[src/rtl/sample_loader_mc.sv]
// sample_loader_mc: multi-channel ADC sample loader writing a circular
// pre/post-trigger buffer into the second port of the sample RAM, with a
// start-to-stop range counter and trigger-address capture.
// Optional build macro SAMPLE_LOADER_DECIM_EN adds a decim[3:0] input that
// thins RAM writes to one every decim+1 clocks.
module sample_loader_mc #(
  parameter int unsigned DATA_W = 8,
  parameter int unsigned NUM_CH = 1,
  parameter int unsigned ADDR_W = 9,
  parameter int unsigned CNT_W  = 24
) (
  input  logic                     clk,
  input  logic                     reset,
  input  logic                     arm,
  input  logic                     start,
  input  logic                     stop,
  input  logic [NUM_CH*DATA_W-1:0] adc_data,
  input  logic [ADDR_W-1:0]        pre_len,
  input  logic [ADDR_W-1:0]        post_len,
`ifdef SAMPLE_LOADER_DECIM_EN
  input  logic [3:0]               decim,
`endif
  output logic [ADDR_W-1:0]        avm_address,
  output logic                     avm_chipselect,
  output logic                     avm_write,
  output logic [NUM_CH*DATA_W-1:0] avm_writedata,
  output logic                     busy,
  output logic                     done,
  output logic [ADDR_W-1:0]        trig_addr,
  output logic [CNT_W-1:0]         range_count,
  output logic                     range_valid
);

  typedef enum logic [2:0] {
    ST_IDLE,
    ST_PRE,
    ST_ARMED,
    ST_POST,
    ST_DONE
  } state_t;

  localparam logic [ADDR_W-1:0] ONE_A = 1;
  localparam logic [CNT_W-1:0]  ONE_C = 1;

  state_t              r_state;
  state_t              w_state_nx;
  logic                r_stop_s1;
  logic                r_stop_s2;
  logic                r_stop_d;
  logic                w_stop_edge;
  logic [ADDR_W-1:0]   r_wr_ptr;
  logic [ADDR_W-1:0]   r_fill_cnt;
  logic [ADDR_W-1:0]   r_post_cnt;
  logic [ADDR_W-1:0]   r_pre_len;
  logic [ADDR_W-1:0]   r_post_len;
  logic                w_wr_en;
  logic                w_latch;
  logic                w_trig_cap;
  logic                w_slot;
  logic                w_trig;
  logic                w_hold;
  logic                w_in_write;
  logic                w_range_act;

  assign w_stop_edge = r_stop_s2 & ~r_stop_d;
  assign w_in_write  = (r_state == ST_PRE) || (r_state == ST_ARMED) || (r_state == ST_POST);
  assign w_range_act = (r_state == ST_PRE) || (r_state == ST_ARMED);

`ifdef SAMPLE_LOADER_DECIM_EN
  logic [3:0] r_decim;
  logic [3:0] r_div;
  logic       r_stop_pend;

  // A stop edge seen between write slots is held until the next slot; the
  // range counter is frozen from the edge itself, not from the slot.
  assign w_slot = (r_div == 4'd0);
  assign w_trig = w_stop_edge | r_stop_pend;
  assign w_hold = r_stop_pend;

  // Write-slot divider and pending-stop flag
  always_ff @(posedge clk) begin
    if (reset) begin
      r_decim     <= '0;
      r_div       <= '0;
      r_stop_pend <= 1'b0;
    end else if (w_latch) begin
      r_decim     <= decim;
      r_div       <= '0;
      r_stop_pend <= 1'b0;
    end else if (w_in_write) begin
      r_div       <= (r_div == r_decim) ? 4'd0 : r_div + 4'd1;
      r_stop_pend <= (r_state == ST_ARMED) && !w_slot && w_trig;
    end else begin
      r_stop_pend <= 1'b0;
    end
  end
`else
  assign w_slot = 1'b1;
  assign w_trig = w_stop_edge;
  assign w_hold = 1'b0;
`endif

  // Stop comparator: two-flop synchroniser plus rising-edge history flop
  always_ff @(posedge clk) begin
    if (reset) begin
      r_stop_s1 <= 1'b0;
      r_stop_s2 <= 1'b0;
      r_stop_d  <= 1'b0;
    end else begin
      r_stop_s1 <= stop;
      r_stop_s2 <= r_stop_s1;
      r_stop_d  <= r_stop_s2;
    end
  end

  // State register
  always_ff @(posedge clk) begin
    if (reset) r_state <= ST_IDLE;
    else       r_state <= w_state_nx;
  end

  // Next-state and per-cycle write/latch/trigger decisions
  always_comb begin
    w_state_nx = r_state;
    w_wr_en    = 1'b0;
    w_latch    = 1'b0;
    w_trig_cap = 1'b0;
    case (r_state)
      ST_IDLE, ST_DONE: begin
        if (arm) begin
          w_state_nx = ST_PRE;
          w_latch    = 1'b1;
        end
      end
      ST_PRE: begin
        if (r_pre_len == '0) begin
          w_state_nx = ST_ARMED;
        end else if (w_slot) begin
          w_wr_en = 1'b1;
          if (r_fill_cnt == r_pre_len - ONE_A) w_state_nx = ST_ARMED;
        end
      end
      ST_ARMED: begin
        if (w_slot) begin
          w_wr_en = 1'b1;
          if (w_trig) begin
            w_trig_cap = 1'b1;
            w_state_nx = (r_post_len == '0) ? ST_DONE : ST_POST;
          end
        end
      end
      ST_POST: begin
        if (w_slot) begin
          w_wr_en = 1'b1;
          if (r_post_cnt == r_post_len - ONE_A) w_state_nx = ST_DONE;
        end
      end
      default: w_state_nx = ST_IDLE;
    endcase
  end

  // RAM write port, pointers, trigger capture, status flags
  always_ff @(posedge clk) begin
    if (reset) begin
      avm_address    <= '0;
      avm_chipselect <= 1'b0;
      avm_write      <= 1'b0;
      avm_writedata  <= '0;
      busy           <= 1'b0;
      done           <= 1'b0;
      trig_addr      <= '0;
      r_wr_ptr       <= '0;
      r_fill_cnt     <= '0;
      r_post_cnt     <= '0;
      r_pre_len      <= '0;
      r_post_len     <= '0;
    end else begin
      avm_write      <= w_wr_en;
      avm_chipselect <= w_wr_en;
      busy           <= (w_state_nx == ST_PRE) || (w_state_nx == ST_ARMED) ||
                        (w_state_nx == ST_POST);
      done           <= (w_state_nx == ST_DONE);
      if (w_latch) begin
        r_pre_len  <= pre_len;
        r_post_len <= post_len;
        r_wr_ptr   <= '0;
        r_fill_cnt <= '0;
        r_post_cnt <= '0;
      end else if (w_wr_en) begin
        avm_address   <= r_wr_ptr;
        avm_writedata <= adc_data;
        r_wr_ptr      <= r_wr_ptr + ONE_A;
        if (r_state == ST_PRE)  r_fill_cnt <= r_fill_cnt + ONE_A;
        if (r_state == ST_POST) r_post_cnt <= r_post_cnt + ONE_A;
      end
      if (w_trig_cap) begin
        trig_addr  <= r_wr_ptr;
        r_post_cnt <= '0;
      end
    end
  end

  // Range counter: start clears/validates, counts clocks, freezes at stop
  always_ff @(posedge clk) begin
    if (reset) begin
      range_count <= '0;
      range_valid <= 1'b0;
    end else if (w_latch) begin
      range_count <= '0;
      range_valid <= 1'b0;
    end else if (w_range_act && !w_hold) begin
      if (start) begin
        range_count <= '0;
        range_valid <= 1'b1;
      end else if (range_valid && (range_count != '1)) begin
        range_count <= range_count + ONE_C;
      end
    end
  end

endmodule
[config.mk]
export PLATFORM = sky130hd
export DESIGN_NAME = sample_loader_mc
export DESIGN_NICKNAME = d
export VERILOG_FILES = /design/src/rtl/sample_loader_mc.sv
export SDC_FILE = /design/constraint.sdc
export NUM_CORES = 1
export LEC_CHECK = 0
export ABC_AREA = 0
export ABC_CLOCK_PERIOD_IN_PS = 3200
export BUFFER_PORTS_ARGS = -buffer_cell sky130_fd_sc_hd__buf_2
export CORE_MARGIN = 2
export CORE_UTILIZATION = 35
export CTS_BUF_LIST = sky130_fd_sc_hd__clkbuf_16
export DETAILED_ROUTE_END_ITERATION = 7
export PLACE_DENSITY = 0.64
export SETUP_SLACK_MARGIN = 0.15
export SLEW_MARGIN = 20
export SYNTH_ARGS = -nofsm -noshare
export SYNTH_HDL_FRONTEND = slang
export SYNTH_SLANG_ARGS = --single-unit
export TNS_END_PERCENT = 5
[constraint.sdc]
create_clock -name clk -period 3.2 [get_ports clk]
set_clock_uncertainty 0.05 [all_clocks]
set_input_delay 0.16 -clock clk [delete_from_list [all_inputs] [get_ports clk]]
set_output_delay 0.16 -clock clk [all_outputs]
set_load 0.01 [all_outputs]
==> run summary, run 1 <==
## Status
* **outcome** finished, final reports clean

## Placed design
* **Cells after DPL** 809
* **PortBufs** 85
* **Setup WS pre-CTS** 0.4098 ns
* **instance area at placement** 0.005519 sq mm
* **GPL Wtd Cong** 0.8454
* **half-perimeter wire length after detailed placement** 8200 um

## Pwr
* **Pwr per Cell Area** 505.7 mW/mm^2
* **Max rail drop VDD** 0.0004448 V
* **total power** 3.038 mW
* **share of power burned in the clock network** 36.3%
* **Leakage** 2.378 nW
* **switching power share of the total** 27.92%
* **net load switching power** 0.8482 mW
* **internal portion of total power** 2.189 mW
* **proportion of power drawn by combinational gates** 17.0%
* **part of the total power dissipated in sequential elements** 46.7%

## Clock network
* **number of sinks handled by clock tree synthesis** 105
* **clock edge transition at the registers on the reported setup and hold paths** 0.07 ns
* **number of gates resized after CTS** 0
* **clock latency at the later pin of the worst-skew pair** 0.35 ns
* **cell at the root of the clock tree** sky130_fd_sc_hd__clkbuf_16
* **TritonCTS clock tree** done
* **level count of the clock H-tree** 3
* **CTS max path bufs** 2
* **TritonCTS Buffers** 9

## Layout
* **diode count** 0
* **filler cell count** 1382
* **count of nets after finishing** 696
* **area added between synthesis and finish** 21.18%
* **fraction of layout cells with a size suffix above 1** 19.13%
* **number of standard cells in the layout, taps in and fillers out** 844
* **Post-Route Utilization** 43.28%
* **Design Area, Final** 0.006007 sq mm

## STA
* **crit share post-route** 87.57%
* **final setup violation count** 0
* **slew at the pin with the worst max-slew slack** 0.9546 ns
* **Max Slew Vio Count** 0
* **number of hold violations in the final report** 0
* **least setup slack across all paths after layout** 0.3978 ns
* **Achievable Freq** 356.9 MHz
* **unrepaired setup endpoints after global routing** no
* **aggregate negative setup slack** 0 ns
* **relative max-transition margin** 36.36%
* **worst hold slack** 0.009498 ns
* **final critical delay including setup and external delays** 2.802 ns

## GRT
* **Tot GR Track Use** 16.09%
* **antenna violations before repair** 0
* **global-route wire length before repair** 19440 um
* **largest net degree at the start of global routing** 51
* **leftover overflow at the end of global routing** 0
* **vias in the first global route** 4182

## Routing
* **via density per instance** 5.152
* **DRT antenna net count** 0
* **Initial DRT Pass Iterations** 4
* **wirelength, routed** 11520 um
* **drt first-iter violations** 259
* **post-detailed-route DRC marker count** 0
* **vias post-DR** 4348
* **routed len/inst** 13.65 um

## Die
* **I/O pin total** 86
* **standard-cell row count** 43
* **placeable core region** 0.01388 sq mm
* **overall die area** 0.01513 sq mm
* **floorplan die height** 123.0 um
* **die width** 123.0 um
* **initial core utilization** 35.71%

## Setup path
* **CP startpoint kind** flop
* **Worst Path Required** 3.35 ns
* **biggest fanout along the worst timing path** 13
* **largest incremental delay on the critical path** 0.67 ns
* **category of cells accounting for the largest share of critical-path delay** compound AO/OA/AOI/OAI gates
* **ordered list of cells on the worst path** nand4_2 -> or4_1 -> o41a_1 -> o2111ai_2 -> or3_1 -> a21oi_2
* **data arrival time of the critical path** 2.96 ns
* **Crit Path Class** reg -> reg
* **number of buffers and inverters on the critical path** 0
* **cell with the largest stage delay on the worst path** sky130_fd_sc_hd__o41a_1
* **Setup crit end kind** flop

## Min path
* **Hold WC Path Type** in -> reg

## Synthesis
* **share of the synthesized area in compound gates (AO/OA/AOI/OAI)** 14.71%
* **Post-Synth Adder-Cell Area** 1.514%
* **area fraction in and, or, nand and nor cells after synthesis** 23.02%
* **flop and latch count out of synthesis** 105
* **Avg Inst Size Synth** 8.728 sq um
* **post-synth top area cell** sky130_fd_sc_hd__dfxtp_1
* **cell with the most instances after synthesis** sky130_fd_sc_hd__dfxtp_1
* **area share of the largest cell type after synthesis** 42.40%
* **unique cell type count in the Yosys netlist** 60
* **net count of the mapped netlist** 605
* **main flop type after synthesis** sky130_fd_sc_hd__dfxtp_1
* **Warnings, synthesis** 0
* **main combinational cell family by area after synthesis** simple AND/OR/NAND/NOR gates
* **fraction of the yosys area taken by sequential cells** 42.40%
* **fraction of synthesized area in multiplexers** 5.856%
* **fraction of registers with async set or reset after synthesis** 0%
* **top post-synthesis cells by count** sky130_fd_sc_hd__dfxtp_1, sky130_fd_sc_hd__nor2_1, sky130_fd_sc_hd__nand2_1
* **XOR/XNOR Fraction of Synth Area** 8.481%
* **number of synthesized flops with an enable pin** 0
* **netlist area before placement** 0.004957 sq mm
* **cells after synthesis** 568
* **most area-consuming cells after synthesis** sky130_fd_sc_hd__dfxtp_1, sky130_fd_sc_hd__xor2_1, sky130_fd_sc_hd__mux2i_1, sky130_fd_sc_hd__nor2_1, sky130_fd_sc_hd__nand2_1

## Flow run
* **Max Cap Viol** 0

==> path summary, 6_finish.rpt <==
check,start,end,slack (ns),depth (start not counted)
worst max-delay path,range_count[11],range_count[11],0.40,6
worst min-delay path,pre_len[5],r_pre_len[5],0.009,3
worst max register to register,range_count[11],range_count[11],0.40,6
worst min register to register,r_stop_s1,r_stop_s2,0.40,1
==> layout make-up <==
cell class,count,area (sq um),share of cell area (%)
clock buffers,9,225.2,3.749
clock inverters,7,72.57,1.208
inverters,15,56.30,0.9373
multi-input cells,418,2665,44.37
flip-flops and latches,105,2102,34.99
well taps,180,225.2,3.749
repair buffers,110,660.6,11.00
==> worst min-delay path: stages <==
cell,delay (ns)
sky130_fd_sc_hd__buf_2,0.10
sky130_fd_sc_hd__nand2_1,0.05
sky130_fd_sc_hd__a21oi_1,0.05
==> cells by family (layout without fill, tap and decap cells) <==
| family | after synthesis | in the layout |
|---|---|---|
| AND/OR/NAND/NOR | 231 | 231 |
| flip-flops | 105 | 105 |
| AO/OA/AOI/OAI | 104 | 104 |
| XOR/XNOR | 48 | 48 |
| buffers and inverters | 45 | 141 |
| multiplexers | 29 | 29 |
| adder cells (fa/ha/maj) | 6 | 6 |
==> state kept, by name (all words and copies together), names as in the netlist, 3 cells and up <==
signal and count:
r_wr_ptr 9, trig_addr 9, r_fill_cnt 9, r_post_len 9, r_state 3, r_pre_len 9
avm_address 9, avm_writedata 8, range_count 24, r_post_cnt 9
==> per-layer routing <==
| layer | up-vias | track usage (%) | wire [um] | part of all wire (%) |
|---|---|---|---|---|
| met1 | 2085 | 20.01 | 5235 | 45 |
| met4 | 0 | 5.469 | 168 | 1.5 |
| li1 | 2169 | - | - | - |
| met2 | 83 | 26.38 | 5524 | 48 |
| met5 | - | 0 | 0 | 0 |
| met3 | 11 | 5.074 | 596 | 5.2 |
==> power groups by stage <==
stage | clock, mW | sequential [mW] | combinational, mW
finish | 1.10 | 1.42 | 0.517
global route | 1.19 | 1.43 | 0.577
CTS | 1.14 | 1.42 | 0.519
detailed placement | 0 | 1.45 | 0.499
global placement | 0 | 1.45 | 0.483
floorplan | 0 | 1.44 | 0.373
==> layout by cell type, fill, tap and decap left out, types with 3 or more instances in the layout <==
cell type,count
sky130_fd_sc_hd__a21oi_1,40
sky130_fd_sc_hd__a21oi_2,5
sky130_fd_sc_hd__and2_1,6
sky130_fd_sc_hd__and3_1,7
sky130_fd_sc_hd__buf_2,85
sky130_fd_sc_hd__buf_4,6
sky130_fd_sc_hd__clkbuf_16,9
sky130_fd_sc_hd__clkinv_4,3
sky130_fd_sc_hd__dfxtp_1,105
sky130_fd_sc_hd__dlygate4sd3_1,19
sky130_fd_sc_hd__ha_1,6
sky130_fd_sc_hd__inv_1,17
sky130_fd_sc_hd__mux2i_1,29
sky130_fd_sc_hd__nand2_1,63
sky130_fd_sc_hd__nand2b_1,6
sky130_fd_sc_hd__nand3_1,10
sky130_fd_sc_hd__nand4_1,13
sky130_fd_sc_hd__nor2_1,70
sky130_fd_sc_hd__nor2b_1,6
sky130_fd_sc_hd__nor3_1,4
sky130_fd_sc_hd__nor4_1,6
sky130_fd_sc_hd__o2111ai_2,5
sky130_fd_sc_hd__o211ai_2,4
sky130_fd_sc_hd__o21ai_0,7
sky130_fd_sc_hd__o21ai_1,8
sky130_fd_sc_hd__o31a_1,4
sky130_fd_sc_hd__o31ai_1,9
sky130_fd_sc_hd__or3_1,14
sky130_fd_sc_hd__or4_1,10
sky130_fd_sc_hd__xnor2_1,14
sky130_fd_sc_hd__xor2_1,34
==> timing repair <==
action                    4_1_cts  5_1_grt
buffers inserted                0        0
hold endpoints to repair       19        0
hold buffers                   19        0
(Power assumes the default switching activity.)
==> run 2: changes to the inputs <==
--- a/config.mk
+++ b/config.mk
@@ -6,13 +6,13 @@
 export NUM_CORES = 1
 export LEC_CHECK = 0
 export ABC_AREA = 0
-export ABC_CLOCK_PERIOD_IN_PS = 3200
+export ABC_CLOCK_PERIOD_IN_PS = 2990
 export BUFFER_PORTS_ARGS = -buffer_cell sky130_fd_sc_hd__buf_2
 export CORE_MARGIN = 2
-export CORE_UTILIZATION = 35
+export CORE_UTILIZATION = 25
 export CTS_BUF_LIST = sky130_fd_sc_hd__clkbuf_16
 export DETAILED_ROUTE_END_ITERATION = 7
-export PLACE_DENSITY = 0.64
+export PLACE_DENSITY = 0.52
 export SETUP_SLACK_MARGIN = 0.15
 export SLEW_MARGIN = 20
 export SYNTH_ARGS = -nofsm -noshare
==> constraint.sdc (replaced) <==
create_clock -name clk -period 2.99 [get_ports clk]
set_clock_uncertainty 0.05 [all_clocks]
set_input_delay 0.1495 -clock clk [delete_from_list [all_inputs] [get_ports clk]]
set_output_delay 0.1495 -clock clk [all_outputs]
set_load 0.01 [all_outputs]
==> run summary, run 2 (synthesis gave the netlist of run 1 again) <==
## Routing
* **post-detailed-route DRC marker count** 0
* **Initial DRT Pass Iterations** 4
* **vias post-DR** 4230
* **via density per instance** 4.505
* **drt first-iter violations** 164
* **wirelength, routed** 12100 um
* **DRT antenna net count** 0
* **routed len/inst** 12.89 um

## Clock network
* **number of sinks handled by clock tree synthesis** 105
* **number of gates resized after CTS** 0
* **clock edge transition at the registers on the reported setup and hold paths** 0.08 ns
* **Setup Buffers After CTS** 0
* **cell at the root of the clock tree** sky130_fd_sc_hd__clkbuf_16
* **level count of the clock H-tree** 3
* **TritonCTS Buffers** 9
* **CTS max path bufs** 2
* **TritonCTS clock tree** done
* **clock latency at the later pin of the worst-skew pair** 0.35 ns
* **number of hold-repair buffers added at the cts stage** 26

## Die
* **overall die area** 0.02097 sq mm
* **placeable core region** 0.01946 sq mm
* **die width** 144.8 um
* **floorplan die height** 144.8 um
* **initial core utilization** 25.47%
* **I/O pin total** 86
* **standard-cell row count** 51

## Setup path
* **data arrival time of the critical path** 2.88 ns
* **Worst Path Required** 3.17 ns
* **Setup crit end kind** flop
* **CP startpoint kind** flop
* **Crit Path Class** reg -> reg
* **biggest fanout along the worst timing path** 11

## STA
* **final critical delay including setup and external delays** 2.694 ns
* **final setup violation count** 0
* **crit share post-route** 90.09%
* **slew at the pin with the worst max-slew slack** 0.7619 ns
* **relative max-transition margin** 49.21%
* **unrepaired setup endpoints after global routing** no
* **Achievable Freq** 371.2 MHz
* **number of hold violations in the final report** 0
* **Max Slew Vio Count** 0
* **aggregate negative setup slack** 0 ns

## Status
* **outcome** finished, final reports clean

## Pwr
* **net load switching power** 0.9639 mW
* **internal portion of total power** 2.286 mW
* **proportion of power drawn by combinational gates** 17.5%
* **Leakage** 2.404 nW
* **switching power share of the total** 29.66%
* **share of power burned in the clock network** 35.7%
* **total power** 3.250 mW
* **Pwr per Cell Area** 524.6 mW/mm^2
* **Max rail drop VDD** 0.0003007 V
* **part of the total power dissipated in sequential elements** 46.8%

## Layout
* **leading cell type in the layout, fill and taps excluded** sky130_fd_sc_hd__dfxtp_1
* **Largest register FFs** 24
* **area added between synthesis and finish** 24.96%
* **diode count** 0
* **count of nets after finishing** 706
* **largest register by flop count** range_count
* **fraction of layout cells with a size suffix above 1** 19.58%
* **commonest cells after routing, fill and taps aside** sky130_fd_sc_hd__dfxtp_1, sky130_fd_sc_hd__buf_2, sky130_fd_sc_hd__nor2_1, sky130_fd_sc_hd__nand2_1, sky130_fd_sc_hd__a21oi_1

## Placed design
* **GPL Wtd Cong** 0.7427
* **half-perimeter wire length after detailed placement** 8568 um
* **PortBufs** 85

## GRT
* **largest net degree at the start of global routing** 39
* **global-route wire length before repair** 19780 um
* **vias in the first global route** 3987
* **Tot GR Track Use** 11.96%
* **leftover overflow at the end of global routing** 0
* **antenna violations before repair** 0

## Min path
* **Hold WC Path Type** in -> reg

## Flow run
* **Max Cap Viol** 0

run 2: stage by stage:
step / setup slack [ns] / cell area (sq um) / hold slack [ns] / util, % / instances
global route: 0.1524 / 6195 / 0.03543 / 31.83 / 939
global placement: 0.3852 / 5648 / 0.3325 / 29.02 / 897
detailed placement: 0.3373 / 5648 / 0.3276 / 29.02 / 897
finish: 0.2963 / 6195 / 0.05035 / 31.83 / 939
CTS: 0.3088 / 6195 / 0.02779 / 31.83 / 939
floorplan: 0.6886 / 4957 / 0.2277 / - / 568
run 2: power by group through the flow:
stage | Sequential (mW) | Clock (mW) | Combinational, mW
finish | 1.52 | 1.16 | 0.570
CTS | 1.52 | 1.20 | 0.577
detailed placement | 1.55 | 0 | 0.548
global route | 1.53 | 1.25 | 0.642
global placement | 1.55 | 0 | 0.546
floorplan | 1.54 | 0 | 0.399
run 2: cell type report:
type,instances,area [sq um]
multi-input combinational,418,2665
clock buffer,9,225.2
tap,265,331.6
inverter,15,56.30
timing repair buffer,120,753.2
clock inverter,7,61.31
fill,2069,13270
sequential,105,2102
run 2: path summary, 6_finish.rpt:
| path | from | to | slack [ns] | cells past startpoint |
|---|---|---|---|---|
| max reg2reg | range_count[11] | range_count[22] | 0.30 | 6 |
| max | range_count[11] | range_count[22] | 0.30 | 6 |
| min reg2reg | r_stop_s2 | r_stop_d | 0.42 | 1 |
| min | pre_len[0] | r_pre_len[0] | 0.05 | 3 |
run 2: worst max-delay path, cell delays in order (launching register included):
cell and delay [ns]:
sky130_fd_sc_hd__dfxtp_1 0.43, sky130_fd_sc_hd__nand4_2 0.20, sky130_fd_sc_hd__or4_1 0.55, sky130_fd_sc_hd__o41a_1 0.57, sky130_fd_sc_hd__o2111ai_2 0.50, sky130_fd_sc_hd__or4b_2 0.21, sky130_fd_sc_hd__a21oi_1 0.06
run 2: routing by layer:
metal	vias up	part of all wire [%]	wire length (um)	GRT usage (%)
met5	-	0	0	0
met4	0	1.4	174	4.139
met3	11	3.5	426	2.994
met2	55	45	5506	19.22
met1	1969	50	5996	15.62
li1	2195	-	-	-
==> run 3: changes to the inputs <==
--- a/config.mk
+++ b/config.mk
@@ -5,7 +5,7 @@
 export SDC_FILE = /design/constraint.sdc
 export NUM_CORES = 1
 export LEC_CHECK = 0
-export ABC_AREA = 0
+export ABC_AREA = 1
 export ABC_CLOCK_PERIOD_IN_PS = 2990
 export BUFFER_PORTS_ARGS = -buffer_cell sky130_fd_sc_hd__buf_2
 export CORE_MARGIN = 2
==> run summary, run 3 <==
## Status
* **outcome** finished, final reports clean

## Pwr
* **Pwr per Cell Area** 543.6 mW/mm^2
* **Max rail drop VDD** 0.0003202 V
* **total power** 3.390 mW
* **Leakage** 2.630 nW

## STA
* **Achievable Freq** 467.9 MHz
* **final critical delay including setup and external delays** 2.137 ns
* **worst hold slack** 0.02348 ns
* **Max Slew Vio Count** 0
* **number of hold violations in the final report** 0
* **crit share post-route** 71.48%
* **aggregate negative setup slack** 0 ns
* **unrepaired setup endpoints after global routing** no
* **relative max-transition margin** 63.84%
* **final setup violation count** 0
* **slew at the pin with the worst max-slew slack** 0.5419 ns

## GRT
* **Tot GR Track Use** 12.95%
* **antenna violations before repair** 0
* **leftover overflow at the end of global routing** 0
* **global-route wire length before repair** 22860 um
* **vias in the first global route** 4719
* **largest net degree at the start of global routing** 32

## Routing
* **wirelength, routed** 13720 um
* **DRT antenna net count** 0
* **via density per instance** 4.438
* **drt first-iter violations** 249
* **post-detailed-route DRC marker count** 0
* **Initial DRT Pass Iterations** 4
* **vias post-DR** 4957
* **routed len/inst** 12.28 um

## Flow run
* **Max Cap Viol** 0

## Clock network
* **level count of the clock H-tree** 3
* **TritonCTS Buffers** 9
* **number of sinks handled by clock tree synthesis** 105
* **clock edge transition at the registers on the reported setup and hold paths** 0.08 ns
* **TritonCTS clock tree** done
* **CTS max path bufs** 2
* **clock latency at the later pin of the worst-skew pair** 0.36 ns
* **number of gates resized after CTS** 0
* **cell at the root of the clock tree** sky130_fd_sc_hd__clkbuf_16

## Layout
* **number of standard cells in the layout, taps in and fillers out** 1117
* **fraction of layout cells with a size suffix above 1** 16.17%
* **commonest cells after routing, fill and taps aside** sky130_fd_sc_hd__nand2_1, sky130_fd_sc_hd__nor2_1, sky130_fd_sc_hd__dfxtp_1, sky130_fd_sc_hd__buf_2, sky130_fd_sc_hd__inv_1
* **largest register by flop count** range_count
* **count of nets after finishing** 879
* **Largest register FFs** 24
* **diode count** 0
* **leading cell type in the layout, fill and taps excluded** sky130_fd_sc_hd__nand2_1
* **area added between synthesis and finish** 21.97%
* **filler cell count** 2255

## Setup path
* **Crit Path Class** reg -> reg
* **Worst Path Required** 3.20 ns
* **Setup crit end kind** flop
* **setup slack, reg-to-reg** 0.85 ns
* **CP startpoint kind** flop
* **data arrival time of the critical path** 2.35 ns
* **biggest fanout along the worst timing path** 23

## Synthesis
* **top post-synthesis cells by count** sky130_fd_sc_hd__nand2_1, sky130_fd_sc_hd__nor2_1, sky130_fd_sc_hd__dfxtp_1
* **area share of the largest cell type after synthesis** 41.11%
* **netlist area before placement** 0.005114 sq mm
* **main flop type after synthesis** sky130_fd_sc_hd__dfxtp_1
* **fraction of the yosys area taken by sequential cells** 41.11%
* **most area-consuming cells after synthesis** sky130_fd_sc_hd__dfxtp_1, sky130_fd_sc_hd__nand2_1, sky130_fd_sc_hd__nor2_1, sky130_fd_sc_hd__a21oi_1, sky130_fd_sc_hd__o21ai_0
* **Avg Inst Size Synth** 6.827 sq um
* **net count of the mapped netlist** 786
* **unique cell type count in the Yosys netlist** 38
* **number of synthesized flops with an enable pin** 0
* **fraction of registers with async set or reset after synthesis** 0%
* **cell with the most instances after synthesis** sky130_fd_sc_hd__nand2_1
* **Warnings, synthesis** 0
* **post-synth top area cell** sky130_fd_sc_hd__dfxtp_1
* **flop and latch count out of synthesis** 105
* **cells after synthesis** 749

## Die
* **die width** 147.0 um
* **overall die area** 0.02161 sq mm
* **placeable core region** 0.02017 sq mm
* **initial core utilization** 25.35%
* **floorplan die height** 147.0 um
* **I/O pin total** 86
* **standard-cell row count** 52

## Placed design
* **PortBufs** 85
* **GPL Wtd Cong** 0.8090
* **Cells after DPL** 1090
* **half-perimeter wire length after detailed placement** 10350 um

## Min path
* **Hold WC Path Type** in -> reg

run 3: area by class of cell:
cell class                 instances  area [sq um]  share of cell area, %
timing repair buffer             104         595.6                  9.549
tap                              270         337.8                  5.416
multi-input combinational        532          2562                  41.08
clock inverter                     7         76.32                  1.224
inverter                          90         337.8                  5.416
clock buffer                       9         225.2                  3.611
sequential                       105          2102                  33.70
run 3: path summary, 6_finish.rpt:
path	from	cells past startpoint	to
min	post_len[3]	3	r_post_len[3]
min reg2reg	r_stop_s1	2	r_stop_s2
max reg2reg	range_count[1]	9	range_count[0]
max	range_count[1]	9	range_count[0]
run 3: metal layers:
| metal | vias up | track usage (%) | routed length, um |
|---|---|---|---|
| met1 | 2225 | 17.24 | 6733 |
| met4 | 0 | 5.144 | 268 |
| met2 | 80 | 21.17 | 6271 |
| li1 | 2635 | - | - |
| met5 | - | 0 | 0 |
| met3 | 17 | 1.957 | 441 |
run 3: where the power goes:
group / total (mW) / internal [mW] / leakage (nW) / switching, mW
registers: 1.55 / 1.49 / 0.855 / 0.0599
clock network: 1.22 / 0.659 / 0.150 / 0.566
logic: 0.619 / 0.217 / 1.63 / 0.402
run 3: repair_timing:
| action | CTS | global route |
|---|---|---|
| hold buffers | 11 | 0 |
| buffers inserted | 0 | 0 |
| endpoints found under the hold margin | 11 | 0 |
run 3: cell families (layout without fill, tap and decap cells):
family | count (synthesis) | count (layout) | share of synthesized area (%)
adders and majority gates | 6 | 6 | 1.468
buffers and inverters | 112 | 210 | 8.784
DFF | 105 | 105 | 41.11
and+or+nand+nor | 366 | 366 | 31.51
xor gates and xnor gates | 12 | 12 | 2.055
AOI/OAI and AO/OA | 148 | 148 | 15.07
run 3: metrics by stage:
step,util [%],cell area (sq um),setup WS [ns]
after floorplan,-,5114,1.205
after global placement,28.88,5826,0.8489
after detailed placement,28.88,5826,0.8318
after CTS,30.92,6237,0.8111
after global routing,30.92,6237,0.5268
final,30.92,6237,0.8529
run 3: critical path, stage by stage (launching register included):
cell and delay [ns]:
sky130_fd_sc_hd__dfxtp_1 0.39, sky130_fd_sc_hd__ha_1 0.32, sky130_fd_sc_hd__nand4_1 0.13, sky130_fd_sc_hd__nor3_1 0.20, sky130_fd_sc_hd__nand2_1 0.11, sky130_fd_sc_hd__nand3_1 0.16, sky130_fd_sc_hd__nand2_4 0.20, sky130_fd_sc_hd__inv_2 0.23
sky130_fd_sc_hd__a21oi_1 0.06, sky130_fd_sc_hd__a211oi_1 0.17
